[config.mk]
export PLATFORM = sky130hd
export DESIGN_NAME = speck_crypt_iter
export DESIGN_NICKNAME = d
export VERILOG_FILES = /design/src/rtl/speck_pkg.sv /design/src/rtl/speck_round_unit.sv /design/src/rtl/speck_crypt_iter.sv
export SDC_FILE = /design/constraint.sdc
export NUM_CORES = 1
export LEC_CHECK = 0
export ABC_AREA = 1
export CAP_MARGIN = 30
export CORE_AREA = 2 2 315 317
export DETAILED_ROUTE_END_ITERATION = 8
export DIE_AREA = 0 0 317 319
export PLACE_DENSITY = 0.75
export SYNTH_ARGS = -nofsm -noshare
export SYNTH_HDL_FRONTEND = slang
export SYNTH_HIERARCHICAL = 1
export SYNTH_SLANG_ARGS = --single-unit
[constraint.sdc]
create_clock -name clk -period 4.23 [get_ports clk]
set_clock_uncertainty 0.2 [all_clocks]
set_input_delay 0.846 -clock clk [delete_from_list [all_inputs] [get_ports clk]]
set_output_delay 0.846 -clock clk [all_outputs]
set_load 0.05 [all_outputs]
[src/rtl/speck_pkg.sv]
// Shared definitions for the Speck block cipher core: controller states,
// parameter legality checks and the per-width default rotate amounts.
package speck_pkg;

    typedef enum logic [2:0] {
        NOKEY  = 3'd0,
        EXPAND = 3'd1,
        IDLE   = 3'd2,
        RUN    = 3'd3,
        DONE   = 3'd4
    } state_t;

    function automatic bit legal_w(input int unsigned w);
        return (w == 16) || (w == 24) || (w == 32) || (w == 48) || (w == 64);
    endfunction

    function automatic bit legal_key_words(input int unsigned m);
        return (m >= 2) && (m <= 4);
    endfunction

    // Speck32 is the only family member with smaller rotate amounts.
    function automatic int unsigned default_alpha(input int unsigned w);
        return (w == 16) ? 7 : 8;
    endfunction

    function automatic int unsigned default_beta(input int unsigned w);
        return (w == 16) ? 2 : 3;
    endfunction

endpackage

[src/rtl/speck_round_unit.sv]
// One combinational Speck round; INVERSE selects the encrypt round (0)
// or the decrypt (inverse) round (1).
module speck_round_unit #(
    parameter int unsigned W       = 32,
    parameter int unsigned ALPHA   = 8,
    parameter int unsigned BETA    = 3,
    parameter bit          INVERSE = 1'b0
) (
    input  logic [W-1:0] x,
    input  logic [W-1:0] y,
    input  logic [W-1:0] k,
    output logic [W-1:0] x_next,
    output logic [W-1:0] y_next
);

    function automatic logic [W-1:0] rol(input logic [W-1:0] v, input int unsigned s);
        return (v << s) | (v >> (W - s));
    endfunction

    function automatic logic [W-1:0] ror(input logic [W-1:0] v, input int unsigned s);
        return (v >> s) | (v << (W - s));
    endfunction

    if (INVERSE) begin : g_inv
        // The subtraction uses the already-recovered y of this round.
        always_comb begin
            y_next = ror(y ^ x, BETA);
            x_next = rol((x ^ k) - y_next, ALPHA);
        end
    end else begin : g_fwd
        always_comb begin
            x_next = (ror(x, ALPHA) + y) ^ k;
            y_next = rol(y, BETA) ^ x_next;
        end
    end

endmodule

[src/rtl/speck_crypt_iter.sv]
// Iterative Speck cipher: one key-schedule step or one round per cycle.
// Define SPECK_DEC_EN to build the decrypt datapath (mode_in = 1).
module speck_crypt_iter
    import speck_pkg::*;
#(
    parameter int unsigned W         = 32,
    parameter int unsigned KEY_WORDS = 4,
    parameter int unsigned ROUNDS    = 27,
    parameter int unsigned ALPHA     = default_alpha(W),
    parameter int unsigned BETA      = default_beta(W)
) (
    input  logic                   clk,
    input  logic                   rst_n,
    input  logic [KEY_WORDS*W-1:0] key_in,
    input  logic                   key_valid,
    output logic                   key_ready,
    input  logic [W-1:0]           x_in,
    input  logic [W-1:0]           y_in,
    input  logic                   mode_in,
    input  logic                   in_valid,
    output logic                   in_ready,
    output logic [W-1:0]           x_out,
    output logic [W-1:0]           y_out,
    output logic                   out_valid,
    input  logic                   out_ready
);

    localparam int unsigned RW = (ROUNDS > 1) ? $clog2(ROUNDS) : 1;
    localparam int unsigned LW = KEY_WORDS - 1;
    localparam logic [RW-1:0] LAST = RW'(ROUNDS - 1);

    if (!legal_w(W) || !legal_key_words(KEY_WORDS) || (ROUNDS == 0)) begin : g_bad_cfg
        $error("speck_crypt_iter: illegal W, KEY_WORDS or ROUNDS");
    end

    function automatic logic [W-1:0] rol(input logic [W-1:0] v, input int unsigned s);
        return (v << s) | (v >> (W - s));
    endfunction

    function automatic logic [W-1:0] ror(input logic [W-1:0] v, input int unsigned s);
        return (v >> s) | (v << (W - s));
    endfunction

    state_t        state;
    logic [RW-1:0] rnd;
    logic [W-1:0]  k_reg;
    logic [W-1:0]  l_reg [LW];
    logic [W-1:0]  rk    [ROUNDS];
    logic [W-1:0]  x_reg, y_reg;
    logic [W-1:0]  l_new, k_new;
    logic [W-1:0]  enc_x, enc_y, x_rnd, y_rnd;

    assign key_ready = (state == NOKEY) || (state == IDLE);
    assign in_ready  = (state == IDLE);
    assign out_valid = (state == DONE);
    assign x_out     = x_reg;
    assign y_out     = y_reg;

    // Key schedule: the l words form a FIFO, oldest in l_reg[0].
    always_comb begin
        l_new = (k_reg + ror(l_reg[0], ALPHA)) ^ W'(rnd);
        k_new = rol(k_reg, BETA) ^ l_new;
    end

    speck_round_unit #(.W(W), .ALPHA(ALPHA), .BETA(BETA), .INVERSE(1'b0)) u_enc (
        .x(x_reg), .y(y_reg), .k(rk[rnd]), .x_next(enc_x), .y_next(enc_y)
    );

`ifdef SPECK_DEC_EN
    logic         mode_reg;
    logic [W-1:0] dec_x, dec_y;

    speck_round_unit #(.W(W), .ALPHA(ALPHA), .BETA(BETA), .INVERSE(1'b1)) u_dec (
        .x(x_reg), .y(y_reg), .k(rk[LAST - rnd]), .x_next(dec_x), .y_next(dec_y)
    );

    always_comb begin
        x_rnd = mode_reg ? dec_x : enc_x;
        y_rnd = mode_reg ? dec_y : enc_y;
    end
`else
    logic unused_mode;
    assign unused_mode = mode_in;

    always_comb begin
        x_rnd = enc_x;
        y_rnd = enc_y;
    end
`endif

    always_ff @(posedge clk) begin
        if (state == EXPAND) rk[rnd] <= k_reg;
    end

    // A key offered together with a block in IDLE wins; the block is not taken.
    always_ff @(posedge clk or negedge rst_n) begin
        if (!rst_n) begin
            state <= NOKEY;
            rnd   <= '0;
            k_reg <= '0;
            x_reg <= '0;
            y_reg <= '0;
            for (int unsigned j = 0; j < LW; j++) l_reg[j] <= '0;
`ifdef SPECK_DEC_EN
            mode_reg <= 1'b0;
`endif
        end else if (key_ready && key_valid) begin
            state <= EXPAND;
            rnd   <= '0;
            k_reg <= key_in[W-1:0];
            for (int unsigned j = 0; j < LW; j++) l_reg[j] <= key_in[(j+1)*W +: W];
        end else begin
            case (state)
                EXPAND: begin
                    k_reg <= k_new;
                    for (int unsigned j = 0; j + 1 < LW; j++) l_reg[j] <= l_reg[j+1];
                    l_reg[LW-1] <= l_new;
                    if (rnd == LAST) begin
                        state <= IDLE;
                        rnd   <= '0;
                    end else begin
                        rnd <= rnd + 1'b1;
                    end
                end
                IDLE: begin
                    if (in_valid) begin
                        state <= RUN;
                        rnd   <= '0;
                        x_reg <= x_in;
                        y_reg <= y_in;
`ifdef SPECK_DEC_EN
                        mode_reg <= mode_in;
`endif
                    end
                end
                RUN: begin
                    x_reg <= x_rnd;
                    y_reg <= y_rnd;
                    if (rnd == LAST) begin
                        state <= DONE;
                        rnd   <= '0;
                    end else begin
                        rnd <= rnd + 1'b1;
                    end
                end
                DONE: begin
                    if (out_ready) state <= IDLE;
                end
                NOKEY: ;
                default: state <= NOKEY;
            endcase
        end
    end

endmodule

* After elaboration in Yosys (flattened, before gate mapping)
Memories as Yosys holds them, arrays and structs flattened.
Cells that the tools add are included.
** Storage, ports and cells
- Bits in registers :: 200
- Bits in latches :: 0
- RAM bits :: 864
- Memory bits (read-only) :: 0
- Bits of input ports :: 198
- Output and inout bits :: 67
- Word-level logic and storage cells :: 62
- Memories :: 1
** Operators by class
- $add $sub $neg :: 3
- $mul :: 0
- Divide/modulo/power cells :: 0
- $lt $le $gt $ge :: 0
- Equal/unequal tests :: 11
- Shift-type cells :: 0
- Muxes and demuxes :: 20
- Bitwise gates (word level) :: 9
- Reduce and logical (&&, ||, !) cells :: 10
** Memory list
- rk :: depth 27, width 32, rd ports 1, clocked after Yosys merged registers in 0, write ports 1, RTL line speck_crypt_iter.sv:48 : logic [W-1:0] rk [ROUNDS];
** Operators with widths (count)
- $mux W96 :: 2
- $mux W32 :: 4
- $pmux W32 S2 :: 2
- $xor A32 B32 Y32 :: 3
- $add A32 B32 Y32 :: 2
- $or A24 B32 Y32 :: 2
- $or A32 B3 Y32 :: 2
- $xor A32 B5 Y32 :: 1
- $mux W3 :: 5
- $mux W5 :: 3
- $pmux W3 S5 :: 1
- $pmux W5 S2 :: 1
- $eq A3 B2 Y1 const B :: 2
- $ne A3 B1 Y1 const B :: 2
- $add A5 B1 Y5 const B :: 1
- $eq A5 B5 Y1 const B :: 1
- $reduce_and A5 Y1 :: 1
- $reduce_bool A2 Y1 :: 2
- $eq A3 B1 Y1 const B :: 1
- $eq A3 B3 Y1 const B :: 1
- $logic_not A3 Y1 :: 1
- $ne A3 B2 Y1 const B :: 1
- $ne A3 B3 Y1 const B :: 1
- $reduce_and A3 Y1 :: 1
- 9 further kinds :: 10

* Longest topological paths before layout
- Word-level depth :: 6
- Mapped depth :: 18

* By module
The synthesis kept the hierarchy.
** Modules (own cells, without submodules)
- speck_crypt_iter :: instances 1, cells an instance 4098, area an instance 45280.9 µm²
- speck_round_unit :: instances 1, cells an instance 638, area an instance 3251.9 µm²

* Least setup slack after synthesis
OpenSTA, ideal clock, no wires.
- Path kind :: flip-flop to flip-flop
- From :: reg rnd[1]
- To :: mem rk[13][0] (enable)
- Data arrival time :: 2.883 ns
- Required time :: 3.609 ns
- Path slack :: 0.726 ns
- Stages on the path, launching flop included :: 8
- Clock period less this slack :: 3.504 ns
- Path through :: dfrtp_1 -> inv_1 -> buf_2 -> clkbuf_1 -> buf_2 -> ha_1 -> nand2_1 -> nor2_1
** RTL lines
- from (decl) :: RTL line speck_crypt_iter.sv:45 : logic [RW-1:0] rnd;
- from (signal assigned) :: RTL line speck_crypt_iter.sv:122 : rnd <= rnd + 1'b1;
- from (signal assigned) :: RTL line speck_crypt_iter.sv:143 : rnd <= rnd + 1'b1;
- to (decl) :: RTL line speck_crypt_iter.sv:48
Straight into the memory's write port.

* Worst setup path after layout
- From :: reg rnd[0]
- To :: reg y_reg[26], in the netlist y_out[26]
** Between the ends
- Cells in the longest elaborated chain, start to end :: 4
** RTL lines
- $mem_v2 Z27 W32
- $xor A32 B32 Y32 :: RTL line speck_round_unit.sv:32 : x_next = (ror(x, ALPHA) + y) ^ k;
- $xor A32 B32 Y32 :: RTL line speck_round_unit.sv:33 : y_next = rol(y, BETA) ^ x_next;
- net enc_y[26] :: RTL line speck_crypt_iter.sv:51 : logic [W-1:0] enc_x, enc_y, x_rnd, y_rnd;
- $pmux W32 S2 :: RTL line speck_crypt_iter.sv:113 : case (state)
- to (signal assigned) :: RTL line speck_crypt_iter.sv:130 : y_reg <= y_in;
- to (signal assigned) :: RTL line speck_crypt_iter.sv:138 : y_reg <= y_rnd;
- to (decl) :: RTL line speck_crypt_iter.sv:49 : logic [W-1:0] x_reg, y_reg;
The timed path passes the listed nets, and every way through them passes these cells.
A chain may end at the register's enable or synchronous reset.

==> impl_metrics.tcl <==
set metrics [dict create \
    max_slew_margin 0.313 \
    setup_viol 0 \
    grt.total_usage 0.282 \
    yosys-top-cells-area "edfxtp_1 53%, dfrtp_1 10%, nand2_1 8.0%" \
    p_leak_uw 0.0220 \
    post_cts_resized 0 \
    finalSetupTns_ns 0 \
    dp_hpwl_um 94500 \
    htreeDepth 3 \
    wirelength_um 145000 \
    worst-endpoint-arrival_ns 4.28 \
    drive_gt1_frac 0.0781 \
    yosysTopAreaCell "edfxtp_1" \
    grt_max_degree 129 \
    nets 5270 \
    synthesis.area_mm2 0.0485 \
    grt_setup_unrepaired "no" \
    synthCells 4736 \
    cts-root-buf "clkbuf_16" \
    ant_nets 0 \
    port_buffers 263 \
    avgSynthCellArea_um2 10.2 \
    p_int_uw 27100 \
    ir_worst_vdd_mv 0.526 \
    final_cell_mix "1031 x nand2_1, 864 x edfxtp_1, 573 x nor2_1" \
    pwr-share-comb 0.507 \
    die_w_um 317 \
    hold_path_class "reg2reg" \
    startpoint "rnd[0]" \
    clk_latency_ns 0.70 \
    slew_viol_final 0 \
    fmax_mhz 258 \
    crit_path_cell_trace "inv_8 -> buf_12 -> o21ai_0 -> o22ai_1 -> a22o_1 -> nand2_1 -> nand4_1 -> xor2_1 -> inv_1 -> nand4_1 -> nand3b_1 -> nand2_1 -> nand3_1 -> a31oi_1" \
    core_mm2 0.0977 \
    dr.pass1.iters 7 \
    critPathLaunchType "flop" \
    seq_area_frac_synth 0.638 \
    period_share 0.915 \
    antenna_found_initial 0 \
    p_clk_frac 0.187 \
    pwr_density_cell_mw_per_mm2 875 \
    overflow 0 \
    yosys_register_bits 1064 \
    grt_pass1_vias 35060 \
    cts_setup_buffers 0 \
    critical_path_class "reg2reg" \
    start_util 0.497 \
    wl_per_cell_um 22.7 \
    route.detailed.drc 0 \
    cts_buffer_depth 3 \
    grt_pass1_wl_um 214000 \
    dieArea_mm2 0.101 \
    slowest_delay_ns 0.66 \
    regArea_mm2 0.0310 \
    cts.sinks 1064 \
    reg2reg_from "rnd[0]" \
    num-fill-cells 7837 \
    swShare 0.455 \
    drtIter0Drc 4714 \
    ys_types 49 \
    cp-end-kind "flop" \
    clk_pin_slew_ns 0.06 \
    seq_power_share 0.306 \
    final_common_cell "nand2_1" \
    cts_made_buffers 103 \
    synth.top_cell.area_share 0.535 \
    diodes 0 \
    maxCapViolCount 0 \
    rows 115 \
    switchingPower_uw 22700 \
    crit_required_ns 4.64 \
    finalHoldViolCount 0 \
    fp.dieH_um 319 \
    vias_per_cell 5.83 \
    slowest_stage "dfrtp_4" \
    fin_hold_ws_ns 0.312 \
    worst_slew_pin_slew_ns 1.03 \
    yosysWarnings 6 \
    multi_input_area_mm2 0.0153 \
    fin_crit_ns 3.87 \
    gp_congestion 0.934 \
    largest_reg_flops 864 \
    cts_tree "yes" \
    io_pins 265 \
    syn_nets 5002 \
    area_growth_pct 17.2 \
    path_max_fanout 94 \
    status "completed" \
    worstHoldStart "l_reg[88]" \
    vias 37195 \
]
cells by family (layout without fill, tap and decap cells):
family,Yosys count,count (layout),share of synthesized area
AND/OR/NAND/NOR,1955,1955,0.163
flip-flops,1064,1064,0.638
AO/OA/AOI/OAI,932,932,0.113
buffers and inverters,628,986,0.0520
XOR/XNOR,89,89,0.0170
adder cells (fa/ha/maj),68,68,0.0178
power groups by stage:
stage               registers (uW)  logic (uW)  clock network, uW
floorplan                    16600       15200                  0
global placement             15400       24400                  0
detailed placement           15400       24800                  0
CTS                          15200       25000               9340
global route                 15400       27500               9740
finish                       15200       25300               9290
synthesized netlist by cell type (all sizes together):
cell / n
and2: 2
a221oi: 5
a22o: 17
clkbuf: 147
a311oi: 5
xnor2: 37
o21a: 1
inv: 383
o211ai: 106
buf: 98
a22oi: 3
o21ai: 432
edfxtp: 864
or2: 9
nor2: 611
o22ai: 185
a21o: 4
nand3: 216
nand3b: 19
a31oi: 67
nand4: 36
xor3: 1
a21oi: 75
a211oi: 6
fa: 2
nor3: 13
o31ai: 1
o221ai: 16
ha: 66
dfrtp: 200
xor2: 51
o21bai: 9
nand2: 1049
critical path, delay by kind of cell, from the launching register on:
kind / cells / cell delay (ns)
buffers and inverters: 3 / 0.62
AND/OR/NAND/NOR: 6 / 1.00
XOR/XNOR: 1 / 0.53
AO/OA/AOI/OAI: 4 / 0.70
flip-flops: 1 / 0.66
metal layers:
layer | wire length [um] | global-route usage | up-vias
li1 | - | - | 16945
met1 | 56600 | 0.378 | 17970
met2 | 68700 | 0.458 | 1963
met3 | 13400 | 0.0464 | 317
met4 | 6080 | 0.109 | 0
met5 | 0 | 0 | -
repair_timing:
action | in CTS | in global routing
setup endpoints to repair | 0 | 0
hold endpoints to repair | 70 | 0
hold buffers | 1 | 0
per-stage QoR:
stage | cell area (um^2) | power, uW | setup slack (ns) | cells | util
CTS | 56900 | 49500 | 0.395 | 6381 | 0.582
global route | 56900 | 52600 | 0.195 | 6381 | 0.582
finish | 56900 | 49800 | 0.361 | 6381 | 0.582
global placement | 53400 | 39700 | 0.464 | 6185 | 0.547
floorplan | 48500 | 31800 | 0.726 | 4736 | -
detailed placement | 53400 | 40200 | 0.447 | 6185 | 0.547
area by class of cell:
class                      count  share of cell area
timing repair buffer         408              0.0722
clock inverter                68              0.0123
sequential                  1064               0.544
clock buffer                 127              0.0482
inverter                     383              0.0255
tap                         1287              0.0283
multi-input combinational   3044               0.269
worst paths after layout:
| kind | end | slack, ns | depth (start not counted) |
|---|---|---|---|
| setup / recovery | y_out[26] | 0.36 | 14 |
| hold / removal | l_reg[88] | 0.31 | 2 |
| setup reg to reg | y_out[26] | 0.36 | 14 |
| hold reg to reg | l_reg[88] | 0.31 | 2 |
| max in group asynchronous | y_out[7] | 2.47 | 3 |
| min in group asynchronous | l_reg[87] | 0.51 | 2 |
Note: power is estimated with default switching activity, not from simulation.
